`src/rtl/cache_control.sv`:
```
// Control FSM for the 2-way set-associative LC-3b cache: hit handling, dirty
// writeback, line fill and saturating hit/miss/writeback event counters.
module cache_control #(
  parameter int CNT_WIDTH = 16
) (
  input  logic                 clk,
  input  logic                 rst,
  input  logic                 mem_read,
  input  logic                 mem_write,
  output logic                 mem_resp,
  input  logic                 is_hit,
  input  logic                 hit_sel,
  input  logic                 Dout_Valid0,
  input  logic                 Dout_Valid1,
  input  logic                 Dout_Dirty0,
  input  logic                 Dout_Dirty1,
  input  logic                 Dout_LRU,
  input  logic                 pmem_resp,
  output logic                 pmem_read,
  output logic                 pmem_write,
  output logic [1:0]           w_Data,
  output logic [1:0]           w_Tag,
  output logic [1:0]           w_Valid,
  output logic [1:0]           w_Dirty,
  output logic                 w_LRU,
  output logic                 Din_LRU,
  output logic                 Din_Valid,
  output logic                 Din_Dirty,
  output logic                 data_sel,
  output logic                 addr_sel,
  output logic                 victim_way,
  output logic [CNT_WIDTH-1:0] hit_count,
  output logic [CNT_WIDTH-1:0] miss_count,
  output logic [CNT_WIDTH-1:0] wb_count
);

  localparam logic [1:0] IDLE      = 2'b00;
  localparam logic [1:0] WRITEBACK = 2'b01;
  localparam logic [1:0] ALLOCATE  = 2'b10;

  localparam logic [CNT_WIDTH-1:0] CNT_ONE = {{(CNT_WIDTH-1){1'b0}}, 1'b1};
  localparam logic [CNT_WIDTH-1:0] CNT_MAX = {CNT_WIDTH{1'b1}};

  logic [1:0]           state_r;
  logic [1:0]           state_next_s;
  logic                 victim_r;
  logic                 victim_next_s;
  logic                 req_s;
  logic                 hit_s;
  logic                 miss_way_s;
  logic                 miss_dirty_s;
  logic                 hit_inc_s;
  logic                 miss_inc_s;
  logic                 wb_inc_s;
  logic [CNT_WIDTH-1:0] hit_count_r;
  logic [CNT_WIDTH-1:0] miss_count_r;
  logic [CNT_WIDTH-1:0] wb_count_r;

  function automatic logic [1:0] way_mask(input logic way);
    return way ? 2'b10 : 2'b01;
  endfunction

  // Empty ways are filled before anything valid is evicted.
  function automatic logic pick_victim(input logic v0, input logic v1, input logic lru);
    if (!v0) begin
      return 1'b0;
    end else if (!v1) begin
      return 1'b1;
    end else begin
      return lru;
    end
  endfunction

  function automatic logic [CNT_WIDTH-1:0] sat_inc(input logic [CNT_WIDTH-1:0] cnt);
    return (cnt == CNT_MAX) ? cnt : cnt + CNT_ONE;
  endfunction

  assign req_s        = mem_read | mem_write;
  assign hit_s        = is_hit & (hit_sel ? Dout_Valid1 : Dout_Valid0);
  assign miss_way_s   = pick_victim(Dout_Valid0, Dout_Valid1, Dout_LRU);
  assign miss_dirty_s = miss_way_s ? (Dout_Valid1 & Dout_Dirty1)
                                   : (Dout_Valid0 & Dout_Dirty0);

  assign victim_way = victim_r;
  assign hit_count  = hit_count_r;
  assign miss_count = miss_count_r;
  assign wb_count   = wb_count_r;

  // Next-state and output decode; rst forces every output low immediately.
  always_comb begin
    mem_resp      = 1'b0;
    pmem_read     = 1'b0;
    pmem_write    = 1'b0;
    w_Data        = 2'b00;
    w_Tag         = 2'b00;
    w_Valid       = 2'b00;
    w_Dirty       = 2'b00;
    w_LRU         = 1'b0;
    Din_LRU       = 1'b0;
    Din_Valid     = 1'b0;
    Din_Dirty     = 1'b0;
    data_sel      = 1'b0;
    addr_sel      = 1'b0;
    state_next_s  = state_r;
    victim_next_s = victim_r;
    hit_inc_s     = 1'b0;
    miss_inc_s    = 1'b0;
    wb_inc_s      = 1'b0;
    if (rst) begin
      state_next_s = IDLE;
    end else begin
      case (state_r)
        IDLE: begin
          if (req_s && hit_s) begin
            mem_resp  = 1'b1;
            w_LRU     = 1'b1;
            Din_LRU   = ~hit_sel;
            hit_inc_s = 1'b1;
            // A simultaneous read+write is treated as a write.
            if (mem_write) begin
              w_Data    = way_mask(hit_sel);
              w_Dirty   = way_mask(hit_sel);
              Din_Dirty = 1'b1;
            end else begin
              data_sel  = 1'b0;
            end
          end else if (req_s) begin
            victim_next_s = miss_way_s;
            miss_inc_s    = 1'b1;
            state_next_s  = miss_dirty_s ? WRITEBACK : ALLOCATE;
          end else begin
            state_next_s = IDLE;
          end
        end
        WRITEBACK: begin
          pmem_write = 1'b1;
          addr_sel   = 1'b1;
          if (pmem_resp) begin
            w_Dirty      = way_mask(victim_r);
            Din_Dirty    = 1'b0;
            wb_inc_s     = 1'b1;
            state_next_s = ALLOCATE;
          end else begin
            state_next_s = WRITEBACK;
          end
        end
        ALLOCATE: begin
          pmem_read = 1'b1;
          addr_sel  = 1'b0;
          // The fill completes even if the CPU dropped its request.
          if (pmem_resp) begin
            w_Data       = way_mask(victim_r);
            data_sel     = 1'b1;
            w_Tag        = way_mask(victim_r);
            w_Valid      = way_mask(victim_r);
            Din_Valid    = 1'b1;
            w_Dirty      = way_mask(victim_r);
            Din_Dirty    = 1'b0;
            state_next_s = IDLE;
          end else begin
            state_next_s = ALLOCATE;
          end
        end
        default: begin
          state_next_s = IDLE;
        end
      endcase
    end
  end

  // FSM state and the victim way latched on an IDLE miss.
  always_ff @(posedge clk or posedge rst) begin
    if (rst) begin
      state_r  <= IDLE;
      victim_r <= 1'b0;
    end else begin
      state_r  <= state_next_s;
      victim_r <= victim_next_s;
    end
  end

  // Saturating event counters.
  always_ff @(posedge clk or posedge rst) begin
    if (rst) begin
      hit_count_r  <= {CNT_WIDTH{1'b0}};
      miss_count_r <= {CNT_WIDTH{1'b0}};
      wb_count_r   <= {CNT_WIDTH{1'b0}};
    end else begin
      if (hit_inc_s) begin
        hit_count_r <= sat_inc(hit_count_r);
      end
      if (miss_inc_s) begin
        miss_count_r <= sat_inc(miss_count_r);
      end
      if (wb_inc_s) begin
        wb_count_r <= sat_inc(wb_count_r);
      end
    end
  end

endmodule
```
`config.mk`:
```
export PLATFORM = sky130hd
export DESIGN_NAME = cache_control
export DESIGN_NICKNAME = d
export VERILOG_FILES = /design/src/rtl/cache_control.sv
export SDC_FILE = /design/constraint.sdc
export NUM_CORES = 1
export LEC_CHECK = 0
export ABC_AREA = 1
export CAP_MARGIN = 20
export CORE_MARGIN = 8
export CORE_UTILIZATION = 51
export DETAILED_ROUTE_END_ITERATION = 10
export GPL_TIMING_DRIVEN = 0
export PLACE_DENSITY = 0.89
export SKIP_LAST_GASP = 1
export SLEW_MARGIN = 5
export SYNTH_ARGS = -nofsm -noshare
export SYNTH_HDL_FRONTEND = slang
export SYNTH_SLANG_ARGS = --single-unit
```
`constraint.sdc`:
```
create_clock -name clk -period 2.4 [get_ports clk]
set_input_delay 0.36 -clock clk [delete_from_list [all_inputs] [get_ports clk]]
set_output_delay 0.36 -clock clk [all_outputs]
set_load 0.02 [all_outputs]
```
* After elaboration in Yosys (flattened, before gate mapping)
Cells that the tools add are included.
** Word-level totals
- Register bits after elaboration :: 51
- Bits of input ports :: 12
- Output and inout port bits :: 66
- Logic and storage cells :: 76
** Cells by class
- $add $sub $neg :: 3
- Eq/ne operators :: 6
- Multiplexer cells :: 45
- Bitwise logic cells :: 10
- Reductions and logical operators :: 7
** Operators with widths (count)
- $add A16 B1 Y16 const B :: 3
- $eq A16 B16 Y1 const B :: 3
- $mux W2 :: 15
- $mux W1 :: 27
- $pmux W2 S2 :: 2
- $not A1 Y1 :: 6
- $pmux W2 S3 :: 1
- $reduce_and A2 Y1 :: 3
- $reduce_and A4 Y1 :: 1
- $and A1 B1 Y1 :: 3
- $ne A3 B3 Y1 const B :: 1
- $eq A2 B1 Y1 const B :: 1
- $eq A2 B2 Y1 const B :: 1
- $logic_not A2 Y1 :: 1
- $reduce_or A2 Y1 :: 1
- $logic_and A1 B1 Y1 :: 1
- $or A1 B1 Y1 :: 1

* Longest topological paths before layout
Gate-level depths: netlist of run 1.
- Depth after elaboration :: 8
- Depth in mapped cells :: 11
- Gate-level depth less buffers :: 10

* Worst setup path before layout of run 1
OpenSTA, ideal clock, no wires.
- Path kind :: input to output
- From :: in rst
- To :: out w_LRU
- Arrival :: 1.889 ns
- Data required time :: 2.040 ns
- Path slack :: 0.151 ns
- Stages on the path :: 5
- Path buffers :: 2
- Path through :: buf_2 inv_2 nand2_1 nor2_4 buf_4
** On the way
- Longest elaborated chain between the ends :: 1
** RTL lines
- start, declared :: RTL line 7 : input logic rst,
- $mux W1
- end, declared :: RTL line 25 : output logic w_LRU,
Every way passes these cells.

* Worst setup path in the final report of run 1
- From :: reg state_r[0]
- To :: out Din_Valid
** On the way
- Longest elaborated chain between the ends :: 3
** RTL lines
- start, declared :: RTL line 44 : logic [1:0] state_r;
- start signal, assigned :: RTL line 177 : state_r <= state_next_s;
- $eq A2 B2 Y1 :: RTL line 112 : case (state_r)
- $mux W1
- $mux W1 :: RTL line 109 : if (rst) begin
- end, declared :: RTL line 27 : output logic Din_Valid,
Every way passes these cells.

==> impl.org, run 1 <==
** Logic synthesis
- Share of the synthesized area in the top cell type :: 0.365
- After synthesis, the mean cell area works out to 6.76 sq um.
- Synthesized net count :: 537
- Post-synthesis sequential area ratio :: 0.365
- Post-Synthesis Cell Area :: 3500 sq um
- Number of synthesized register bits :: 51
- Synthesis instantiated 28 different standard cells from the library.
- In the synthesized netlist, the number of instances is 518.
- Synthesis Warnings :: 0
- sky130_fd_sc_hd__dfrtp_1 takes more of the synthesized area than any other cell.
- Cell types occupying the most area after synthesis :: sky130_fd_sc_hd__dfrtp_1 (36%), sky130_fd_sc_hd__nand2_1 (26%), sky130_fd_sc_hd__nor2_1 (5.3%)

** Power and ir drop
- Internal portion of total power :: 1.49 mW
- Sw power :: 727 uW
- For this design the static power due to leakage is 2.19 nW.
- IR analysis of the VDD net gives a maximum drop of 0.492 mV.
- The share of total power dissipated in the clock network is 0.266.
- Power spread over the standard cell area amounts to 495 nW/um^2.
- Of the total power, the share spent switching nets is 0.327.
- Share of power burned in combinational logic :: 0.267
- Part of the total power dissipated in sequential elements :: 0.468

** Worst setup path
- Crit path launch :: state_r[0]
- Counting buffers and inverters, the worst setup path is 5 cells deep.
- By startpoint and endpoint, the worst setup path is classified as register to output port.
- Critical path endpoint :: Din_Valid
- Buffer and inverter count on the worst path :: 2
- WP data arrival :: 1910 ps
- On the worst path, the slowest cell contributes a delay of 640 ps.
- CP startpoint kind :: register
- In this run the worst path has a maximum fanout of 4.
- In this run the critical register-to-register path is captured at hit_count[13].
- Reg-to-Reg Start :: state_r[0]
- The worst register-to-register path has a setup slack of 530 ps.
- Required arrival time at the worst endpoint :: 2040 ps
- Worst Setup End Kind :: output port
- Cell Chain, Critical Path :: inv_1 -> ha_1 -> nand2_1 -> nor2_1 -> clkdlybuf4s50_1
- Critical path's top delay family :: buffers and inverters
- Length in cells of the worst reg-to-reg path :: 11
- CP max stage cell :: sky130_fd_sc_hd__clkdlybuf4s50_1

** Detailed routing
- The detailed router finished its first iteration with 164 violations.
- In the routed design, unresolved DRC markers number 0.
- Vias after detailed routing :: 3556
- Antenna-violating nets left :: 0
- Summed over all layers, the routed wires come to 9080 um.
- The first detailed-routing pass took 4 iterations.
- Post-detailed-route wirelength per cell :: 13.3 um
- Detailed-route vias per instance :: 5.21

** Placed design
- Once placement finished, the instance area stood at 4380 sq um.
- DPL Wire Length :: 6970 um
- Number of I/O port buffers :: 76
- The congestion estimate from routability-driven global placement came to 0.881.
- After detailed placement, the design holds a cell count of 675.

** Timing
- Clock skew after layout :: 13.5 ps
- Transition time of the tightest slew-check pin :: 535 ps
- Maximum clock frequency :: 440 MHz
- The final hold violation count came to 0.
- In the final timing run, aggregate negative setup slack is 0 ps.
- Number of max-slew violations in the final report :: 0
- The worst pin sits at a relative slew slack of 0.643.
- Subtracting the final worst setup slack from the clock period gives 2270 ps.
- Of the available clock period, the critical path in the final layout requires 0.948.
- Setup repair after global routing left no endpoint under its margin.
- Count of final setup violators :: 0

** Floorplanning
- Measured along the x axis, the die boundary spans 98.8 um.
- For this configuration, the core starts out at a cell density of 0.521.
- Core Region :: 6720 sq um
- The die covers 9770 sq um.
- Standard-cell row count :: 30
- Number of top-level pins :: 78
- Die Y-Extent :: 98.8 um

** Global route
- First-pass GRT wire length :: 15200 um
- Maximum number of pins on one net before global-route repair :: 31
- Summed over all layers, the global routing overflow is 0.
- The initial antenna violation count is 0.
- Via count of the first global-routing pass :: 3364
- Across every metal layer, demand over resource in global routing totals 0.184.

** Min path
- Classification of the worst-slack hold path :: input pin to asynchronous set/reset pin

** Cells and area
- Share of layout cells above drive strength 1 :: 0.0945
- The library cell used most frequently in the layout, excluding fill and tap cells, is sky130_fd_sc_hd__nand2_1.
- For this run, the number of standard cells in the final layout without fillers is 683.
- Layout area overhead :: 28.2%
- The number of antenna diodes in the final layout is 0.
- Summing all non-filler instances in the final layout gives an area of 4490 sq um.
- Measured on the finished design, the core utilization comes to 0.668.
- The net count of the finished layout is 622.
- Area used by multi-input combinational logic :: 1940 sq um
- Fill cells in the final layout number 575.
- Most frequent cells in the layout :: sky130_fd_sc_hd__nand2_1 (243), sky130_fd_sc_hd__clkdlybuf4s50_1 (64), sky130_fd_sc_hd__dfrtp_1 (51), sky130_fd_sc_hd__nor2_1 (49), sky130_fd_sc_hd__inv_1 (38)
- Register Area :: 1280 sq um

** Clock tree
- The clock drives 51 sinks.
- Max H-tree Level :: 2
- TritonCTS built the clock tree.
- Clock latency on the worst-skew pair, taken at its later pin, is 300 ps.
- Counting along the longest clock path gives a buffer depth of 2.
- Clock slew at the register clock pins of the worst setup and hold paths :: 100 ps
- The root buffer cell chosen for the clock tree is sky130_fd_sc_hd__clkbuf_8.
- Total clock buffers created by CTS :: 5

** Run status
- The flow ran to the end, and the final reports show no timing, DRC or antenna violations.

** Job
- Max-cap violations in this run came to 0.
-- sequential cells by signal, summed over array words and instances (netlist names) --
signal and cells:
miss_count 16, victim_way 1, wb_count 16, hit_count 16, state_r 2
-- metal layers --
| metal | track usage | wire, um | vias up |
|---|---|---|---|
| met5 | 0 | 0 | - |
| met4 | 0.0413 | 91 | 0 |
| met3 | 0.0345 | 480 | 15 |
| met2 | 0.340 | 4600 | 108 |
| met1 | 0.213 | 3900 | 1653 |
| li1 | - | - | 1780 |
-- stage by stage --
stage	power (mW)	hold WS (ps)	worst slack, ps
final	2.22	186	125
after global routing	2.33	225	5.08
after floorplan	1.38	504	151
after detailed placement	1.65	534	-176
after CTS	2.24	197	8.03
after global placement	1.63	525	-704
-- cell usage after synthesis --
cell / count
sky130_fd_sc_hd__nand2_1: 243
sky130_fd_sc_hd__dfrtp_1: 51
sky130_fd_sc_hd__nor2_1: 49
sky130_fd_sc_hd__inv_1: 38
sky130_fd_sc_hd__nand3_1: 22
sky130_fd_sc_hd__xnor2_1: 18
sky130_fd_sc_hd__nand4_1: 17
sky130_fd_sc_hd__o21ai_0: 16
sky130_fd_sc_hd__nand2_2: 8
sky130_fd_sc_hd__ha_1: 7
sky130_fd_sc_hd__buf_4: 6
sky130_fd_sc_hd__inv_2: 6
sky130_fd_sc_hd__buf_6: 5
sky130_fd_sc_hd__nor2_2: 5
sky130_fd_sc_hd__nor2_4: 5
sky130_fd_sc_hd__a21oi_1: 4
sky130_fd_sc_hd__nand3_2: 3
sky130_fd_sc_hd__xor2_1: 3
sky130_fd_sc_hd__nand2_4: 2
sky130_fd_sc_hd__o21ai_4: 2
sky130_fd_sc_hd__buf_2: 1
sky130_fd_sc_hd__clkinv_2: 1
sky130_fd_sc_hd__inv_4: 1
sky130_fd_sc_hd__nand3b_1: 1
sky130_fd_sc_hd__nor3_1: 1
sky130_fd_sc_hd__nor3_2: 1
sky130_fd_sc_hd__o21ai_1: 1
sky130_fd_sc_hd__or2_2: 1
-- power groups by stage --
| stage | logic, mW | registers [mW] | clock network (mW) |
|---|---|---|---|
| global route | 0.645 | 1.05 | 0.637 |
| global placement | 0.581 | 1.05 | 0 |
| CTS | 0.600 | 1.04 | 0.603 |
| detailed placement | 0.601 | 1.05 | 0 |
| floorplan | 0.268 | 1.12 | 0 |
| finish | 0.593 | 1.04 | 0.590 |
-- repair_timing --
action	in CTS	in global routing
setup endpoints to repair	7	7
gates resized for setup	7	9
setup buffers	1	0
hold buffers	0	0
cloned	0	0
pin swaps	1	0
-- area by class of cell --
class,count,share of cell area
Buffer,12,0.0237
Clock inverter,1,0.00669
Multi-Input combinational cell,409,0.433
Timing Repair Buffer,78,0.175
Tap cell,80,0.0223
Inverter,46,0.0393
Clock buffer,6,0.0162
Sequential cell,51,0.284
-- worst min-delay path by stage --
stage	startpoint	endpoint	slack, ps	cells after the start
3_3_place_gp	hit_count[1]	hit_count[1]	530	2
4_1_cts	rst	miss_count[11]	200	2
6_report	rst	miss_count[11]	190	2
3_5_place_dp	rst	miss_count[14]	530	2
5_1_grt	rst	miss_count[11]	220	2
2_1_floorplan	state_r[0]	state_r[0]	500	2
-- kinds of logic after synthesis --
kind of cell    after synthesis  synth area share
fa+ha+maj                     7            0.0250
buf+inv                      58            0.0808
xor+xnor                     21            0.0526
flops                        51             0.365
compound gates               23            0.0393
simple gates                358             0.438
Note: power is estimated with default switching activity, not from simulation.
==> inputs of run 2 (changes only) <==
--- a/config.mk
+++ b/config.mk
@@ -10,6 +10,7 @@
 export CORE_MARGIN = 8
-export CORE_UTILIZATION = 51
+export CORE_UTILIZATION = 53
+export CTS_BUF_LIST = sky130_fd_sc_hd__clkbuf_2
 export DETAILED_ROUTE_END_ITERATION = 10
 export GPL_TIMING_DRIVEN = 0
-export PLACE_DENSITY = 0.89
+export PLACE_DENSITY = 0.91
 export SKIP_LAST_GASP = 1
==> constraint.sdc (replaced) <==
create_clock -name clk -period 2.4 [get_ports clk]
set_input_delay 0.72 -clock clk [delete_from_list [all_inputs] [get_ports clk]]
set_output_delay 0.72 -clock clk [all_outputs]
set_load 0.02 [all_outputs]
==> run 2 against run 1 <==
- the flow now finishes with violations (setup timing)
- core utilization up 6.0 points
- clock power down 22%
- clock-buffer cell count is 1 lower
- non-clock buffer count increased by 15
- maximum frequency shrank 9.1%
- clock skew rose by 5.2 ps
- wire length increased by 8.4%
- sequential power is essentially flat
- largest cell class unchanged
- highest routed layer unchanged
==> impl.org, run 2 (synthesized netlist as in run 1, its figures left out) <==
** Run status
- Outcome :: complete, but fails checks
- The checks that failed: setup timing.

** Placed design
- The placed wire-length estimate is 6870 um (-1.4%).
- RePlAce Congestion :: 0.916 (+4.0%)
- The instance count after placement with tap cells included is 671 (-0.59%).
- Number of I/O port buffers :: 76 (unchanged)

** Detailed routing
- The via density per instance was 5.27 (+1.3%).
- The post-route antenna net violation count is 0 (unchanged).
- Number of optimization iterations in the first detailed-route pass :: 5 (+1)
- Total DRC errors in the routed layout :: 0 (unchanged)
- Overall routed net length :: 9840 um (+8.4%)
- The violation count after the first detailed-routing iteration was 159 (-3.0%).
- Post-detailed-route wirelength per cell :: 14.1 um (+6.2%)
- Vias after detailed routing :: 3675 (+3.3%)

** Timing
- Number of max-slew violations in the final report :: 0 (unchanged)
- The worst max-slew margin expressed relative to the limit came to 0.750 (+0.107).
- The transition time at the pin with the least slew margin came to 374 ps (-161 ps).
- Setup repair after global routing could not meet its margin everywhere.
- Final period demand of the worst path :: 2500 ps (+228 ps)
- The slack of the critical path came to -103 ps (-228 ps).
- The final period utilization came to 1.04 (+0.0950).
- Final-report hold violation count :: 0 (unchanged)
- Smallest hold slack :: 282 ps (+96.1 ps)
- The post-route clock skew was 18.8 ps (+5.23 ps).
- Maximum clock frequency :: 400 MHz (-9.1%)
- Count of final setup violators :: 10 (+10)

** Worst setup path
- STA classifies the critical path endpoint as an output port.
- The number of buffer and inverter stages on the critical path was 4 (+2).
- The required time of the critical path is 1680 ps (-360 ps).
- For this design, the slowest cell found on the critical path is sky130_fd_sc_hd__dfrtp_1.
- The data arrival time of the critical path came to 1780 ps (-130 ps).
- The signal on the critical path passes through inv_2 -> ha_4 -> inv_4 -> nor2_4 -> nand2_2 -> nor2_4 -> buf_6 -> buf_6.
- Slowest cell delay on critical path :: 470 ps (-170 ps)
- CP startpoint kind :: register
- The largest driver fanout on the critical path is 4 (unchanged).
- The critical path is of the register to output port type.
- Critical path's top delay family :: flip-flops

** Global route
- The pin count of the biggest net entering global routing was 28 (-9.7%).
- The wire length of the first global-routing pass was 16400 um (+7.9%).
- Total grt overflow :: 0 (unchanged)
- Via count of the first global-routing pass :: 3549 (+5.5%)
- Global-route usage over all layers :: 0.200 (+0.0157)
- The initial antenna violation count is 0 (unchanged).

** Cells and area
- Diodes inserted :: 0 (unchanged)
- Share of layout cells above drive strength 1 :: 0.211 (+0.117)
- Relative to the synthesized area, the layout overhead comes to 32.9%.
- The library cell used most frequently in the layout, excluding fill and tap cells, is sky130_fd_sc_hd__nand2_1.
- Most frequent cells in the layout :: sky130_fd_sc_hd__nand2_1 (240), sky130_fd_sc_hd__clkdlybuf4s50_1 (52), sky130_fd_sc_hd__nor2_1 (45), sky130_fd_sc_hd__dfrtp_1 (35), sky130_fd_sc_hd__inv_1 (33)
- The number of cells in the finished layout apart from fillers came to 697 (+2.0%).
- The final net count was 638 (+2.6%).

** Clock tree
- The clock transition at the registers of the reported paths was 270 ps (+170 ps).
- The clock latency on the worst-skew pair is 430 ps (+130 ps).
- Max H-tree Level :: 2 (unchanged)
- Total clock buffers created by CTS :: 5 (unchanged)
- The cell sitting at the root of the clock tree is a sky130_fd_sc_hd__clkbuf_2.
- Maximum buffer depth of the clock tree :: 2 (unchanged)
- The total clock sinks came to 51 (unchanged).
- TritonCTS clock tree :: built

** Job
- The max-cap check violation count is 0 (unchanged).

** Floorplanning
- The die boundary width was 97.3 um (-1.6%).
- Core Region :: 6390 sq um (-5.0%)
- The top-level port count was 78 (unchanged).
- The site row count is 29 (-3.3%).
- The starting density of the core is 0.548 (+0.0271).
- Die Y-Extent :: 97.3 um (-1.6%)
- Die Footprint :: 9460 sq um (-3.2%)

** Min path
- Classification of the worst-slack hold path :: input pin to asynchronous set/reset pin

** Power and ir drop
- The reported leakage power is 2.16 nW (-1.1%).
- The worst ir drop on vdd was 0.516 mV (+4.8%).
- The power density normalized to cell area came to 466 nW/um^2 (-5.8%).
-- run 2: cell count changes in the layout (fill, tap and decap cells not counted), sizes merged --
cell           previous run  this run
dlygate4sd2               5         4
clkinv                    1         3
clkdlybuf4s50            64        52
dlymetal6s2s              5         0
inv                      45        46
buf                      14        46
-- run 2: area by class of cell --
type	count	area, sq um
timing repair buffer	93	827
sequential	51	1300
clock inverter	3	38.8
buffer	12	113
inverter	46	196
tap	77	96.3
fill	501	1740
timing repair inverter	1	8.76
multi-input combinational	409	2050
clock buffer	5	25.0
-- run 2: routing by layer --
| metal | share of wire | vias to the layer above | GRT usage |
|---|---|---|---|
| li1 | - | 1804 | - |
| met1 | 0.43 | 1732 | 0.236 |
| met2 | 0.50 | 114 | 0.355 |
| met3 | 0.046 | 25 | 0.0384 |
| met4 | 0.024 | 0 | 0.0641 |
| met5 | 0 | - | 0 |
-- run 2: metrics by stage --
stage	util	setup slack (ps)	TNS (ps)	instance area (sq um)	power [mW]
final	0.728	-103	-511	4650	2.17
after global routing	0.728	-196	-1610	4650	2.28
after CTS	0.714	-77.3	-330	4560	2.14
after detailed placement	0.685	-836	-10430	4370	1.65
after global placement	0.685	-804	-9910	4370	1.63
after floorplan	-	3.67	0	3520	1.39
-- run 2: where the power goes --
| part | switching, mW | internal (mW) | leakage, nW |
|---|---|---|---|
| clock | 0.288 | 0.171 | 0.0404 |
| sequential | 0.109 | 0.933 | 0.674 |
| combinational | 0.373 | 0.295 | 1.45 |
| total | 0.769 | 1.40 | 2.16 |
-- run 2: path summary, 6_finish.rpt --
kind	start	to	slack [ps]	depth (start not counted)
worst min-delay path	rst	hit_count[0]	280	2
worst max-delay path	state_r[0]	w_LRU	-100	8
min in group clk	Dout_Valid0	victim_way	570	3
worst max register to register	state_r[0]	miss_count[7]	500	13
worst min register to register	miss_count[15]	miss_count[15]	590	2
max in group asynchronous	rst	hit_count[12]	1880	2
-- run 2: what timing repair did --
| action | CTS | global route |
|---|---|---|
| cloned | 1 | 0 |
| setup buffers | 10 | 7 |
| pin swaps | 10 | 8 |
| resized for setup | 109 | 38 |
| setup endpoints to repair | 18 | 32 |
| hold buffers | 0 | 0 |
==> inputs of run 3 (changes only) <==
Settings changed: GPL_TIMING_DRIVEN 0 to 1.
==> run 3 against run 2 <==
- the run still ends with setup timing left
- core utilization rose by 1.9 points
- maximum frequency rose by 1.7%
- sequential power barely moved
- non-clock buffer count fell by 1
- worst setup slack improved by 42 ps
- worst hold slack improved by 240 ps
- cell count fell by 0.29%
- die area did not move
- wire length rose by 1.9%
- first-iteration DRC count rose by 5.0%
- largest power group unchanged
==> impl.org, run 3 (synthesized netlist as in run 1, its figures left out) <==
** Worst setup path
- The count of cells along the worst register-to-register path was 10 (-3).
- Required arrival time at the worst endpoint :: 1680 ps (about the same)
- Reg-to-reg endpoint :: wb_count[3]
- The flop-to-flop setup slack came to 440 ps (-60 ps).
- Largest driver fanout on the critical path :: 3 (-1)
- Type of the worst setup path :: register to output port
- The worst setup path is launched from a register.
- Worst Setup End Kind :: output port
- The worst register-to-register path begins at state_r[1].
- WP data arrival :: 1740 ps (-40 ps)

** Clock tree
- TritonCTS clock tree :: built
- Clock slew at the register clock pins of the worst setup and hold paths :: 260 ps (about the same)
- The total clock sinks is 51 (unchanged).
- The clock latency on the worst-skew pair is 450 ps (+20 ps).
- Max H-tree Level :: 2 (unchanged)
- Total of hold buffers inserted after clock tree synthesis :: 0 (unchanged)
- Clock root buffer :: sky130_fd_sc_hd__clkbuf_2
- Maximum buffer depth of the clock tree :: 2 (unchanged)
- Total clock buffers created by CTS :: 5 (unchanged)

** Power and ir drop
- Sw power :: 783 uW (+1.7%)
- The power density normalized to cell area is 484 nW/um^2 (+3.9%).
- Share of power burned in combinational logic :: 0.298 (-0.010)
- The internal power consumption came to 1.53 mW (+9.2%).
- The register share of total power came to 0.451 (-0.029).
- The share of total power consumed by net switching came to 0.339 (-0.0160).
- The reported leakage power is 2.16 nW (-0.23%).
- The worst ir drop on vdd is 0.573 mV (+11%).
- Share of total power in the clock network :: 0.251 (+0.039)

** Global route
- Total grt overflow :: 0 (unchanged)
- Via count of the first global-routing pass :: 3563 (+0.39%)
- First-pass GRT wire length :: 16200 um (-1.5%)
- Initial antenna violation count :: 0 (unchanged)
- The pin count of the biggest net entering global routing came to 51 (+82%).
- The overall global routing resource usage is 0.196 (-0.00374).

** Timing
- Fraction of the cycle the final worst path needs :: 1.03 (-0.0173)
- The peak clock frequency supported by timing is 406 MHz (+1.7%).
- The final critical-path required period came to 2460 ps (-41.6 ps).
- Transition time of the tightest slew-check pin :: 629 ps (+255 ps)
- Final-report hold violation count :: 0 (unchanged)
- Minimum setup slack in the final design :: -61.2 ps (+41.6 ps)
- Clock skew after layout :: 18.4 ps (-0.312 ps)
- Unrepaired setup endpoints after global routing :: yes
- The number of max-slew violations in the final report was 0 (unchanged).
- Count of final setup violators :: 9 (-1)
- The final setup TNS is -309 ps (+202 ps).
- Slew margin rel. :: 0.581 (-0.169)

** Cells and area
- The final net count was 636 (-0.31%).
- Most frequent cells in the layout :: sky130_fd_sc_hd__nand2_1 (241), sky130_fd_sc_hd__clkdlybuf4s50_1 (52), sky130_fd_sc_hd__nor2_1 (44), sky130_fd_sc_hd__inv_1 (34), sky130_fd_sc_hd__dfrtp_1 (30)
- The library cell used most frequently in the layout, excluding fill and tap cells, is sky130_fd_sc_hd__nand2_1.
- Diodes inserted :: 0 (unchanged)
- The layout cell share with drive strength beyond 1 came to 0.214 (+0.00230).
- Layout area overhead :: 36.3%
- Post-layout util :: 0.747 (+0.0190)

** Floorplanning
- The floorplan die area was 9460 sq um (unchanged).
- The top-level port count came to 78 (unchanged).
- The site row count was 29 (unchanged).
- The placeable core region was 6390 sq um (unchanged).
- The vertical extent of the die is 97.3 um (unchanged).
- The starting density of the core was 0.548 (unchanged).
- The die boundary width was 97.3 um (unchanged).

** Detailed routing
- The detailed-routing iteration count for the pre-antenna-repair pass was 4 (-1).
- The residual DRC count is 0 (unchanged).
- The via density per instance was 5.33 (+1.0%).
- Vias after detailed routing :: 3702 (+0.73%)
- The routed wire length is 10000 um (+1.9%).
- Violation count after the first detailed-routing iteration :: 167 (+5.0%)
- Antenna-violating nets left :: 0 (unchanged)
- Post-detailed-route wirelength per cell :: 14.4 um (+2.2%)

** Run status
- The run finished, with violations left.
- The final reports fail on setup timing.

** Job
- The max-cap check violation count is 0 (unchanged).

** Placed design
- DPL Wire Length :: 6870 um (about the same)
- RePlAce Congestion :: 0.863 (-5.9%)
- The number of I/O port buffers was 77 (+1.3%).

** Min path
- Classification of the worst-slack hold path :: input pin to asynchronous set/reset pin
[run 3: cell count changes in the layout (fill, tap and decap cells not counted), sizes merged]
| cell | previous run | this run |
|---|---|---|
| clkdlybuf4s15 | 0 | 3 |
| buf | 46 | 44 |
| clkbuf | 8 | 6 |
| clkinv | 3 | 1 |
| bufinv | 1 | 2 |
| dlygate4sd2 | 4 | 5 |
| inv | 46 | 45 |
[run 3: metal layers]
metal / routed length (um) / GRT usage / part of all wire / up-vias
met3: 684 / 0.0405 / 0.068 / 25
met1: 4040 / 0.234 / 0.40 / 1712
met4: 198 / 0.0571 / 0.020 / 0
li1: - / - / - / 1808
met5: 0 / 0 / 0 / -
met2: 5100 / 0.345 / 0.51 / 157
[run 3: timing repair]
action	4_1_cts	5_1_grt
pin swaps	13	10
endpoints found under the setup margin	19	36
buffers inserted	5	3
cloned	1	0
gates resized for setup	132	39
[run 3: area by class of cell]
class | count | area (sq um)
clock inverter | 2 | 60.1
timing repair buffer | 104 | 992
inverter | 46 | 191
fill | 469 | 1620
clock buffer | 6 | 30.0
sequential | 51 | 1300
multi-input combinational | 409 | 2100
tap | 77 | 96.3
[run 3: worst max path at each step]
stage	cells after the start	slack (ps)	end	start
floorplan	5	4	w_LRU	rst
global placement	8	-670	w_Dirty[1]	Dout_Valid1
detailed placement	8	-720	w_Data[1]	Dout_Valid1
CTS	5	-40	w_Dirty[1]	state_r[0]
global route	7	-130	mem_resp	state_r[0]
finish	5	-60	w_Dirty[1]	state_r[1]
[run 3: metrics by stage]
step                cells  power [mW]  setup WS [ps]  instance area, sq um  hold slack [ps]
CTS                   692        2.28          -41.3                  4650              489
finish                695        2.31          -61.2                  4770              525
global route          695        2.42           -134                  4770              510
global placement      678        1.65           -668                  4430              530
detailed placement    678        1.67           -722                  4430              545
floorplan             518        1.39           3.67                  3520              504
[run 3: power groups by stage]
stage / sequential, mW / combinational, mW / clock (mW)
finish: 1.04 / 0.689 / 0.579
global route: 1.06 / 0.748 / 0.613
CTS: 1.04 / 0.662 / 0.583
detailed placement: 1.05 / 0.621 / 0
global placement: 1.05 / 0.604 / 0
floorplan: 1.12 / 0.272 / 0
[run 3: critical path, cell delays in order, from the launching register on]
cell,delay [ps]
sky130_fd_sc_hd__dfrtp_1,460
sky130_fd_sc_hd__buf_4,160
sky130_fd_sc_hd__ha_4,150
sky130_fd_sc_hd__or2_4,250
sky130_fd_sc_hd__a21oi_2,140
sky130_fd_sc_hd__buf_6,140
